===== src/rtl/pipe_stream_accumulator_pkg.sv =====
// Shared types and constants for the pipeline stream accumulator.
// Package nnpu_pipe_pkg: FSM state type and saturation bounds for a given
// accumulator width (bounds are returned in 64 bits; callers keep the low ACC_W bits).
package nnpu_pipe_pkg;

    typedef enum logic {
        IDLE  = 1'b0,
        ACCUM = 1'b1
    } psa_state_t;

    // Largest positive value representable in acc_w signed bits.
    function automatic logic [63:0] sat_max(input int acc_w);
        return (64'd1 << (acc_w - 1)) - 64'd1;
    endfunction

    // Most negative value representable in acc_w signed bits (low acc_w bits: 100..0).
    function automatic logic [63:0] sat_min(input int acc_w);
        return {64{1'b1}} << (acc_w - 1);
    endfunction

endpackage


===== src/rtl/pipe_stream_accumulator_if.sv =====
// Inter-stage link between the upstream pipeline register (master) and the
// accumulator (slave): term stream in, completed vector sums and status out.
interface pipe_stream_accumulator_if #(
    parameter int DATA_W = 16,
    parameter int ACC_W  = 32
);
    logic                     enable_in;
    logic                     restart_in;
    logic signed [DATA_W-1:0] data_in;
    logic signed [ACC_W-1:0]  result_out;
    logic                     result_valid;
    logic                     overflow;
    logic                     dropped;
    logic                     busy;

    modport master (
        output enable_in, restart_in, data_in,
        input  result_out, result_valid, overflow, dropped, busy
    );

    modport slave (
        input  enable_in, restart_in, data_in,
        output result_out, result_valid, overflow, dropped, busy
    );
endinterface


===== src/rtl/pipe_stream_accumulator_sat_add.sv =====
// psa_sat_add: combinational signed saturating adder. Adds two ACC_W-bit
// signed values and clamps to the representable range, flagging any clamp.
module psa_sat_add
    import nnpu_pipe_pkg::*;
#(
    parameter int ACC_W = 32
) (
    input  logic signed [ACC_W-1:0] a,
    input  logic signed [ACC_W-1:0] b,
    output logic signed [ACC_W-1:0] sum,
    output logic                    sat
);
    localparam logic [63:0]      MAX64   = sat_max(ACC_W);
    localparam logic [63:0]      MIN64   = sat_min(ACC_W);
    localparam logic [ACC_W-1:0] SAT_MAX = MAX64[ACC_W-1:0];
    localparam logic [ACC_W-1:0] SAT_MIN = MIN64[ACC_W-1:0];

    logic [ACC_W:0] wide;

    // One guard bit: overflow shows up as disagreement between the two top bits,
    // and the guard bit tells the true sign of the unclamped sum.
    always_comb begin
        wide = {a[ACC_W-1], a} + {b[ACC_W-1], b};
        sat  = wide[ACC_W] ^ wide[ACC_W-1];
        if (sat) begin
            sum = wide[ACC_W] ? SAT_MIN : SAT_MAX;
        end else begin
            sum = wide[ACC_W-1:0];
        end
    end
endmodule


===== src/rtl/pipe_stream_accumulator.sv =====
// pipe_stream_accumulator: receiving end of the NPU inter-stage link. Sums
// VEC_LEN signed terms per vector with saturation and emits one result per
// vector with a single-cycle valid pulse.
// Optional build macro PSA_RELU_EN: when defined, negative final sums are
// reported as 0 (overflow still reflects saturation).
module pipe_stream_accumulator
    import nnpu_pipe_pkg::*;
#(
    parameter int DATA_W  = 16,
    parameter int ACC_W   = 32,
    parameter int VEC_LEN = 8
) (
    input  logic                  clk,
    input  logic                  rst,
    pipe_stream_accumulator_if.slave link
);
    localparam int              CNT_W    = $clog2(VEC_LEN + 1);
    localparam logic [CNT_W-1:0] LAST_CNT = CNT_W'(VEC_LEN - 1);

    psa_state_t              state_reg;
    logic [CNT_W-1:0]        count_reg;
    logic signed [ACC_W-1:0] acc_reg;
    logic                    sat_reg;
    logic signed [ACC_W-1:0] result_reg;
    logic                    valid_reg;
    logic                    ovf_reg;
    logic                    dropped_reg;

    logic signed [ACC_W-1:0] term_ext;
    logic signed [ACC_W-1:0] add_sum;
    logic                    add_sat;

    // Sign-extend the incoming term to accumulator width.
    assign term_ext = {{(ACC_W - DATA_W){link.data_in[DATA_W-1]}}, link.data_in};

    psa_sat_add #(
        .ACC_W (ACC_W)
    ) u_sat_add (
        .a   (acc_reg),
        .b   (term_ext),
        .sum (add_sum),
        .sat (add_sat)
    );

    // Value presented on result_out for a completed vector sum.
    function automatic logic signed [ACC_W-1:0] out_val(input logic signed [ACC_W-1:0] v);
`ifdef PSA_RELU_EN
        return v[ACC_W-1] ? '0 : v;
`else
        return v;
`endif
    endfunction

    // Vector FSM, term counter, accumulator and registered outputs.
    always_ff @(posedge clk or posedge rst) begin
        if (rst) begin
            state_reg   <= IDLE;
            count_reg   <= '0;
            acc_reg     <= '0;
            sat_reg     <= 1'b0;
            result_reg  <= '0;
            valid_reg   <= 1'b0;
            ovf_reg     <= 1'b0;
            dropped_reg <= 1'b0;
        end else begin
            valid_reg   <= 1'b0;
            dropped_reg <= 1'b0;
            case (state_reg)
                IDLE: begin
                    // restart_in alone is meaningless here: nothing to discard.
                    if (link.enable_in) begin
                        if (VEC_LEN == 1) begin
                            result_reg <= out_val(term_ext);
                            ovf_reg    <= 1'b0;
                            valid_reg  <= 1'b1;
                        end else begin
                            acc_reg   <= term_ext;
                            count_reg <= CNT_W'(1);
                            sat_reg   <= 1'b0;
                            state_reg <= ACCUM;
                        end
                    end
                end
                ACCUM: begin
                    if (link.restart_in) begin
                        dropped_reg <= 1'b1;
                        if (link.enable_in && VEC_LEN != 1) begin
                            // Current term opens the replacement vector.
                            acc_reg   <= term_ext;
                            count_reg <= CNT_W'(1);
                            sat_reg   <= 1'b0;
                        end else if (link.enable_in) begin
                            result_reg <= out_val(term_ext);
                            ovf_reg    <= 1'b0;
                            valid_reg  <= 1'b1;
                            acc_reg    <= '0;
                            count_reg  <= '0;
                            sat_reg    <= 1'b0;
                            state_reg  <= IDLE;
                        end else begin
                            acc_reg   <= '0;
                            count_reg <= '0;
                            sat_reg   <= 1'b0;
                            state_reg <= IDLE;
                        end
                    end else if (link.enable_in) begin
                        if (count_reg == LAST_CNT) begin
                            result_reg <= out_val(add_sum);
                            ovf_reg    <= sat_reg | add_sat;
                            valid_reg  <= 1'b1;
                            acc_reg    <= '0;
                            count_reg  <= '0;
                            sat_reg    <= 1'b0;
                            state_reg  <= IDLE;
                        end else begin
                            acc_reg   <= add_sum;
                            count_reg <= count_reg + CNT_W'(1);
                            sat_reg   <= sat_reg | add_sat;
                        end
                    end
                end
                default: state_reg <= IDLE;
            endcase
        end
    end

    assign link.result_out   = result_reg;
    assign link.result_valid = valid_reg;
    assign link.overflow     = ovf_reg;
    assign link.dropped      = dropped_reg;
    assign link.busy         = (state_reg == ACCUM);
endmodule


===== src/flat_wrapper.sv =====
// flat-port wrapper written by rule: the top's interface ports become plain ports
module pipe_stream_accumulator_flat import nnpu_pipe_pkg::*;
#(
    parameter int DATA_W  = 16,
    parameter int ACC_W   = 32,
    parameter int VEC_LEN = 8
)
  (clk, rst, link_enable_in, link_restart_in, link_data_in, link_result_out, link_result_valid, link_overflow, link_dropped, link_busy);
  pipe_stream_accumulator_if #(.DATA_W(DATA_W), .ACC_W(ACC_W)) link_i ();
  input  logic clk;
  input  logic rst;
  input wire logic [$bits(link_i.enable_in)-1:0] link_enable_in;
  input wire logic [$bits(link_i.restart_in)-1:0] link_restart_in;
  input wire logic [$bits(link_i.data_in)-1:0] link_data_in;
  output wire logic [$bits(link_i.result_out)-1:0] link_result_out;
  output wire logic [$bits(link_i.result_valid)-1:0] link_result_valid;
  output wire logic [$bits(link_i.overflow)-1:0] link_overflow;
  output wire logic [$bits(link_i.dropped)-1:0] link_dropped;
  output wire logic [$bits(link_i.busy)-1:0] link_busy;
  assign link_i.enable_in = link_enable_in;
  assign link_i.restart_in = link_restart_in;
  assign link_i.data_in = link_data_in;
  assign link_result_out = link_i.result_out;
  assign link_result_valid = link_i.result_valid;
  assign link_overflow = link_i.overflow;
  assign link_dropped = link_i.dropped;
  assign link_busy = link_i.busy;
  pipe_stream_accumulator #(.DATA_W(DATA_W), .ACC_W(ACC_W), .VEC_LEN(VEC_LEN)) u_core (.clk(clk), .rst(rst), .link(link_i));
endmodule

===== config.mk =====
export PLATFORM = sky130hd
export DESIGN_NAME = pipe_stream_accumulator_flat
export DESIGN_NICKNAME = d
export VERILOG_FILES = /design/src/rtl/pipe_stream_accumulator_pkg.sv /design/src/rtl/pipe_stream_accumulator_if.sv /design/src/rtl/pipe_stream_accumulator_sat_add.sv /design/src/rtl/pipe_stream_accumulator.sv /design/src/flat_wrapper.sv
export SDC_FILE = /design/constraint.sdc
export NUM_CORES = 1
export LEC_CHECK = 0
export ABC_CLOCK_PERIOD_IN_PS = 3400
export BUFFER_PORTS_ARGS = -buffer_cell sky130_fd_sc_hd__buf_2
export CAP_MARGIN = 20
export CORE_MARGIN = 3
export CORE_UTILIZATION = 60
export DETAILED_ROUTE_END_ITERATION = 6
export PLACE_DENSITY = 0.79
export SLEW_MARGIN = 20
export SYNTH_ARGS = -nofsm -noshare
export SYNTH_HDL_FRONTEND = slang
export SYNTH_SLANG_ARGS = --single-unit
export TNS_END_PERCENT = 50

===== constraint.sdc =====
create_clock -name clk -period 3.4 [get_ports clk]
set_clock_uncertainty 0.05 [all_clocks]
set_input_delay 0.51 -clock clk [delete_from_list [all_inputs] [get_ports clk]]
set_output_delay 0.51 -clock clk [all_outputs]
set_load 0.01 [all_outputs]

==> results of run 1 <==
-- stage by stage --
step	setup slack (ns)	util	std cells	setup TNS, ns
after floorplan	0.309	-	575	0
after global placement	0.0218	0.717	749	0
after detailed placement	-0.0638	0.717	749	-0.550
after CTS	0.151	0.748	764	0
after global routing	-0.00243	0.748	764	-0.00243
final	0.102	0.748	764	0
-- cell type report --
class,instances,area (um^2),share of cell area
multi-input cells,454,3010,0.505
flip-flops and latches,73,1830,0.306
repair buffers,104,693,0.116
clock buffers,10,138,0.0231
well taps,102,128,0.0214
clock inverters,5,104,0.0174
inverters,16,60.1,0.0101
-- power breakdown --
| group | internal, mW | leakage [nW] | switching [mW] | total (mW) |
|---|---|---|---|---|
| Combinational | 1.26 | 1.77 | 1.70 | 2.96 |
| Sequential | 1.03 | 0.953 | 0.131 | 1.16 |
| Clock | 0.504 | 0.122 | 0.336 | 0.839 |
-- Yosys cell counts (2+ instances only) --
| master | instances |
|---|---|
| a21oi_2 | 19 |
| a22oi_1 | 13 |
| nor4_1 | 3 |
| xnor2_1 | 16 |
| a21boi_0 | 4 |
| nand3_1 | 7 |
| o21bai_1 | 2 |
| nor2b_1 | 6 |
| xor2_1 | 8 |
| o221a_2 | 3 |
| o21ai_0 | 55 |
| ha_1 | 33 |
| nand2_1 | 58 |
| a21oi_1 | 56 |
| dfrtp_1 | 73 |
| nand4_1 | 12 |
| and2_1 | 4 |
| o21a_1 | 5 |
| or2_2 | 5 |
| nand2b_1 | 2 |
| or4_1 | 2 |
| nand3b_1 | 2 |
| buf_2 | 10 |
| o22ai_1 | 6 |
| nor2_1 | 39 |
| or3_1 | 4 |
| o211ai_1 | 6 |
| o21ai_1 | 12 |
| mux2i_1 | 2 |
| inv_1 | 15 |
| a31oi_1 | 6 |
| and4_1 | 3 |
| a211oi_1 | 6 |
| clkbuf_1 | 15 |
| a21o_1 | 15 |
| buf_6 | 5 |
| and3b_1 | 2 |
| nor3_1 | 5 |
-- worst min path at each step --
| stage | from | to | cells past startpoint |
|---|---|---|---|
| 3_5_place_dp | u_core.link.result_out[4] | u_core.link.result_out[4] | 2 |
| 6_report | rst | u_core.link.result_out[21] | 2 |
| 5_1_grt | rst | u_core.link.result_out[21] | 2 |
| 2_1_floorplan | u_core.sat_reg | u_core.sat_reg | 2 |
| 4_1_cts | rst | u_core.acc_reg[26] | 2 |
| 3_3_place_gp | u_core.link.result_out[3] | u_core.link.result_out[3] | 2 |
-- worst max-delay path, delay by kind of cell, from the launching register on --
family                   cells  cell delay (ns)
XOR/XNOR                     1             0.35
buffers and inverters        4             0.49
AO/OA/AOI/OAI                6             1.12
adder cells (fa/ha/maj)      2             0.56
flip-flops                   1             0.37
AND/OR/NAND/NOR              1             0.24
-- cells by family (layout without fill, tap and decap cells) --
group / count (synthesis) / in the layout / share of synthesized area
DFF: 73 / 73 / 0.360
adders and majority gates: 34 / 34 / 0.0854
and+or+nand+nor: 163 / 163 / 0.158
muxes: 4 / 4 / 0.0111
AOI/OAI and AO/OA: 228 / 228 / 0.295
xor gates and xnor gates: 25 / 25 / 0.0447
buffers and inverters: 48 / 135 / 0.0461
-- routing by layer --
| layer | wire length, um | vias to the layer above | share of wire | global-route usage |
|---|---|---|---|---|
| met2 | 6570 | 149 | 0.47 | 0.483 |
| met3 | 705 | 22 | 0.050 | 0.0357 |
| met4 | 199 | 0 | 0.014 | 0.0809 |
| met5 | 0 | - | 0 | 0 |
| met1 | 6510 | 2319 | 0.47 | 0.428 |
| li1 | - | 2271 | - | - |
==> metrics.yaml, run 1 <==
status: "finished clean"
num_antenna_cells: 0
cts_tree: "yes"
grt_pass1_wl_um: 23500
cp_slowest_stage_delay_ns: 0.39
core_um2: 7970
crit_start: "u_core.acc_reg[0]"
clock_latency_ns: 0.35
grt_max_degree: 35
die_x_um: 97.9
synth_ff_type: "dfrtp_1"
critPathSlowestCell: "fa_1"
grt.overflow.total: 0
power.density_nw_per_um2: 832
yosysTopAreaCell: "dfrtp_1"
final_max_slew_viol_count: 0
grt_pass1_vias: 4703
mostFrequentLayoutCells: "73 x dfrtp_1, 58 x nand2_1, 56 x a21oi_1, 55 x o21ai_0, 55 x buf_2"
cts_hold_buf: 0
slew_headroom: 0.367
period_share: 0.970
rows: 32
path_max_fanout: 3
drv_cap: 0
syn_to_final_growth_pct: 17.6
mostFrequentLayoutCell: "dfrtp_1"
hold_viol: 0
avgSynthCellArea_um2: 8.82
cts_made_buffers: 9
drtPass1Iterations: 5
endpoint: "u_core.link.result_out[30]"
synth-async-reset-ratio: 1.00
vias: 4761
synthCells: 575
drc: 0
synth_top_area_frac: 0.360
r2r_cells: 14
setup_violations: 0
post_cts_buffers: 0
max_freq_mhz: 303
fillCellCount: 616
hold_class: "input pin to asynchronous set/reset pin"
cp.arrival_ns: 3.48
drt_iter0_drc: 305
placed_cell_area_um2: 5720
leakage_nw: 2.85
ys_types: 74
drtAntennaViolNets: 0
start_kind: "register"
synth_edf_count: 0
cts_resized: 0
cpMostUsedCell: "buf_4"
worst_setup_path_end_kind: "register"
critPathKind: "register to register"
total_power_mw: 4.96
drive_gt1_frac: 0.245
fp.dieH_um: 97.9
synth.yosys.seq_area_share: 0.360
cts_max_path_buffers: 2
start_util: 0.636
cp.required_ns: 3.58
tightest_slew_ns: 0.947
r2r-end: "u_core.link.result_out[30]"
viasPerCell: 6.23
ys_warn_count: 0
cts_max_level: 3
grtUsageTotal: 0.299
peakVddDrop_mv: 0.379
hpwlAfterDp_um: 10500
num_io_pins: 56
drt-total-wl_um: 14000
cts_root_buf: "clkbuf_8"
die_area_um2: 9590
nNetsFinal: 712
antenna_found_initial: 0
portBuffers: 55
syn_area_um2: 5070
clk_pin_slew_worst_paths_ns: 0.08
synth_fp_nets: 629
path_cells: "ha_1 > inv_1 > fa_1 > and2b_1 > o31ai_2 > buf_4 > a21boi_0 > o211ai_1 > buf_4 > buf_4 > o21a_1 > xnor2_1 > a21oi_1 > o21ai_0"
r2r-start: "u_core.acc_reg[0]"
synth.top_cells.by_area: "dfrtp_1 36%, ha_1 8.1%, a21oi_1 5.5%"
fin_crit_ns: 3.30
yosys_register_bits: 73
hold_ws_ns: 0.212
cts_sinks: 73
gp_routability_congestion: 0.917
r2r_setup_slack_ns: 0.10
wire_per_inst_um: 18.3
stdcell_area_um2: 5960
Note: power is estimated with default switching activity, not from simulation.
==> inputs of run 2 (changes only) <==
--- a/config.mk
+++ b/config.mk
@@ -12,8 +12,10 @@
 export CORE_UTILIZATION = 60
 export DETAILED_ROUTE_END_ITERATION = 6
 export PLACE_DENSITY = 0.79
+export RECOVER_POWER = 50
 export SLEW_MARGIN = 20
 export SYNTH_ARGS = -nofsm -noshare
 export SYNTH_HDL_FRONTEND = slang
+export SYNTH_HIERARCHICAL = 1
 export SYNTH_SLANG_ARGS = --single-unit
 export TNS_END_PERCENT = 50
==> metrics.yaml, run 2 <==
status: "finished clean"
die_x_um: 98.5  # +0.60%
synth_common_cells: "75 x a21oi_1, 73 x dfrtp_1, 37 x nor2_1, 33 x ha_1, 30 x o21ai_0"
fp.dieH_um: 98.5  # +0.60%
drtAntennaViolNets: 0  # unchanged
cts_max_path_buffers: 2  # unchanged
multiInputGateArea_um2: 3160  # +4.9%
synth_edf_count: 0  # unchanged
start_kind: "register"
tightest_slew_ns: 1.43  # +0.481 ns
cts_tree: "yes"
hold_viol: 0  # unchanged
fillCellCount: 587  # -4.7%
mostFrequentLayoutCells: "73 x dfrtp_1, 72 x a21oi_1, 70 x buf_4, 42 x buf_2, 37 x nor2_1"
synth_ff_type: "dfrtp_1"
synth_top_area_frac: 0.356  # -0.00457
grtUsageTotal: 0.289  # -0.0102
gp_routability_congestion: 1.02  # +11%
clk_pin_slew_worst_paths_ns: 0.09  # about the same
setup_violations: 0  # unchanged
drt-total-wl_um: 13900  # -0.93%
path_max_fanout: 6  # +3
nNetsFinal: 696  # -2.2%
viasPerCell: 6.28  # +0.81%
rsz0062_at_grt: "true"
slew_headroom: 0.0466  # -0.320
yosys_register_bits: 73  # unchanged
drtPass1Iterations: 5  # unchanged
cts_root_buf: "clkbuf_8"
total_power_mw: 4.39  # -12%
final_max_slew_viol_count: 0  # unchanged
syn_to_final_growth_pct: 22.2
mostFrequentLayoutCell: "dfrtp_1"
grt_pass1_wl_um: 23000  # -2.1%
worst_slack_ns: 0.102  # -0.000357 ns
dp_slack_ns: -0.418  # -0.355 ns
synth-async-reset-ratio: 1.00  # unchanged
wire_per_inst_um: 18.4  # +0.65%
yosysMostFrequentCell: "a21oi_1"
drv_cap: 0  # unchanged
rows: 33  # +3.1%
avgSynthCellArea_um2: 9.62  # +9.1%
synth.yosys.seq_area_share: 0.356  # -0.00457
grt_max_degree: 39  # +11%
cts_hold_buf: 0  # unchanged
core_um2: 8260  # +3.6%
power.density_nw_per_um2: 699  # -16%
grt_pass1_vias: 4773  # +1.5%
vias: 4724  # -0.78%
hold_class: "input pin to register"
peakVddDrop_mv: 0.358  # -5.4%
syn_area_um2: 5130  # +1.3%
num_io_pins: 56  # unchanged
drc: 0  # unchanged
cp.required_ns: 3.60  # +0.02 ns
die_area_um2: 9700  # +1.2%
portBuffers: 55  # unchanged
drt_iter0_drc: 358  # +17%
ys_warn_count: 6  # +6
yosysTopAreaCell: "dfrtp_1"
cts_made_buffers: 9  # unchanged
synthCells: 534  # -7.1%
start_util: 0.622  # -0.0145
drive_gt1_frac: 0.277  # +0.0319
clock_latency_ns: 0.36  # about the same
synth_fp_nets: 588  # -6.5%
cp.arrival_ns: 3.49  # about the same
num_antenna_cells: 0  # unchanged
synth.top_cells.by_area: "dfrtp_1 36%, ha_1 8.0%, a21oi_1 7.3%"
hpwlAfterDp_um: 9670  # -8.2%
max_freq_mhz: 303  # about the same
fin_crit_ns: 3.30  # +0.000357 ns
antenna_found_initial: 0  # unchanged
critPathKind: "register to register"
cts_sinks: 73  # unchanged
ys_types: 69  # -6.8%
period_share: 0.970  # about the same
cts_max_level: 3  # unchanged
grt.overflow.total: 0  # unchanged
leakage_nw: 3.06  # +7.3%
worst_setup_path_end_kind: "register"
seqCellArea_um2: 1830  # unchanged
-- run 2: changes by cell type after synthesis, sizes merged, moves of 10 or more --
cell | before | now
nand2 | 58 | 23
mux2 | 0 | 32
o21ai | 67 | 39
nand3 | 7 | 26
a22oi | 13 | 0
a221o | 0 | 10
-- run 2: timing repair --
item / in CTS / in global routing
resized for setup: 11 / 17
buffers inserted: 1 / 3
hold endpoints to repair: 0 / 0
cloned: 0 / 1
setup endpoints to repair: 55 / 63
pin swaps: 3 / 5
-- run 2: per-layer routing --
layer,track usage,share of wire,vias up
met4,0.104,0.016,0
met2,0.469,0.48,191
li1,-,-,2204
met3,0.0432,0.069,24
met5,0,0,-
met1,0.395,0.44,2305
-- run 2: per-stage QoR --
stage	cells	hold WS, ns	TNS [ns]	utilization	cell area (um^2)
6_report	752	0.419	0	0.760	6270
5_1_grt	752	0.431	-0.00333	0.760	6270
4_1_cts	748	0.285	0	0.747	6170
3_5_place_dp	731	0.419	-13.82	0.712	5880
3_3_place_gp	731	0.413	-11.10	0.712	5880
2_1_floorplan	534	0.437	0	-	5130
-- run 2: path summary, 6_finish.rpt --
kind,from,end,slack [ns],cells past startpoint
worst min-delay path,link_data_in[13],u_core/acc_reg[13],0.42,3
worst max-delay path,u_core/acc_reg[0],u_core/link.result_out[25],0.10,13
min in group asynchronous,rst,u_core/link.overflow,0.50,2
max in group asynchronous,rst,u_core/acc_reg[22],1.14,3
worst min register to register,u_core/link.result_out[0],u_core/link.result_out[0],0.44,1
worst max register to register,u_core/acc_reg[0],u_core/link.result_out[25],0.10,13
-- run 2: critical path, cell delays in order, from the launching register on --
cell      delay [ns]
dfrtp_1         0.39
ha_1            0.23
fa_2            0.41
a211oi_4        0.25
o311a_1         0.22
or4_1           0.14
o211ai_2        0.13
buf_4           0.20
a31o_2          0.25
a21oi_4         0.20
xnor2_4         0.16
buf_12          0.16
o21ai_2         0.07
mux2_1          0.30
-- run 2: where the power goes --
part           switching (mW)  total, mW  internal [mW]
clock                   0.384      0.830          0.445
combinational            1.34       2.48           1.14
sequential             0.0824       1.07          0.990
-- run 2: kinds of logic after synthesis --
| group | count (synthesis) | synth area share |
|---|---|---|
| and+or+nand+nor | 133 | 0.137 |
| xor gates and xnor gates | 29 | 0.0509 |
| adders and majority gates | 34 | 0.0843 |
| buffers and inverters | 45 | 0.0529 |
| muxes | 36 | 0.0804 |
| AOI/OAI and AO/OA | 184 | 0.239 |
| DFF | 73 | 0.356 |
-- run 2: cell type report --
| type | instances | share of cell area |
|---|---|---|
| well taps | 105 | 0.0209 |
| repair buffers | 130 | 0.139 |
| clock buffers | 10 | 0.0219 |
| clock inverters | 6 | 0.0156 |
| flip-flops and latches | 73 | 0.291 |
| multi-input cells | 416 | 0.504 |
| inverters | 12 | 0.00718 |
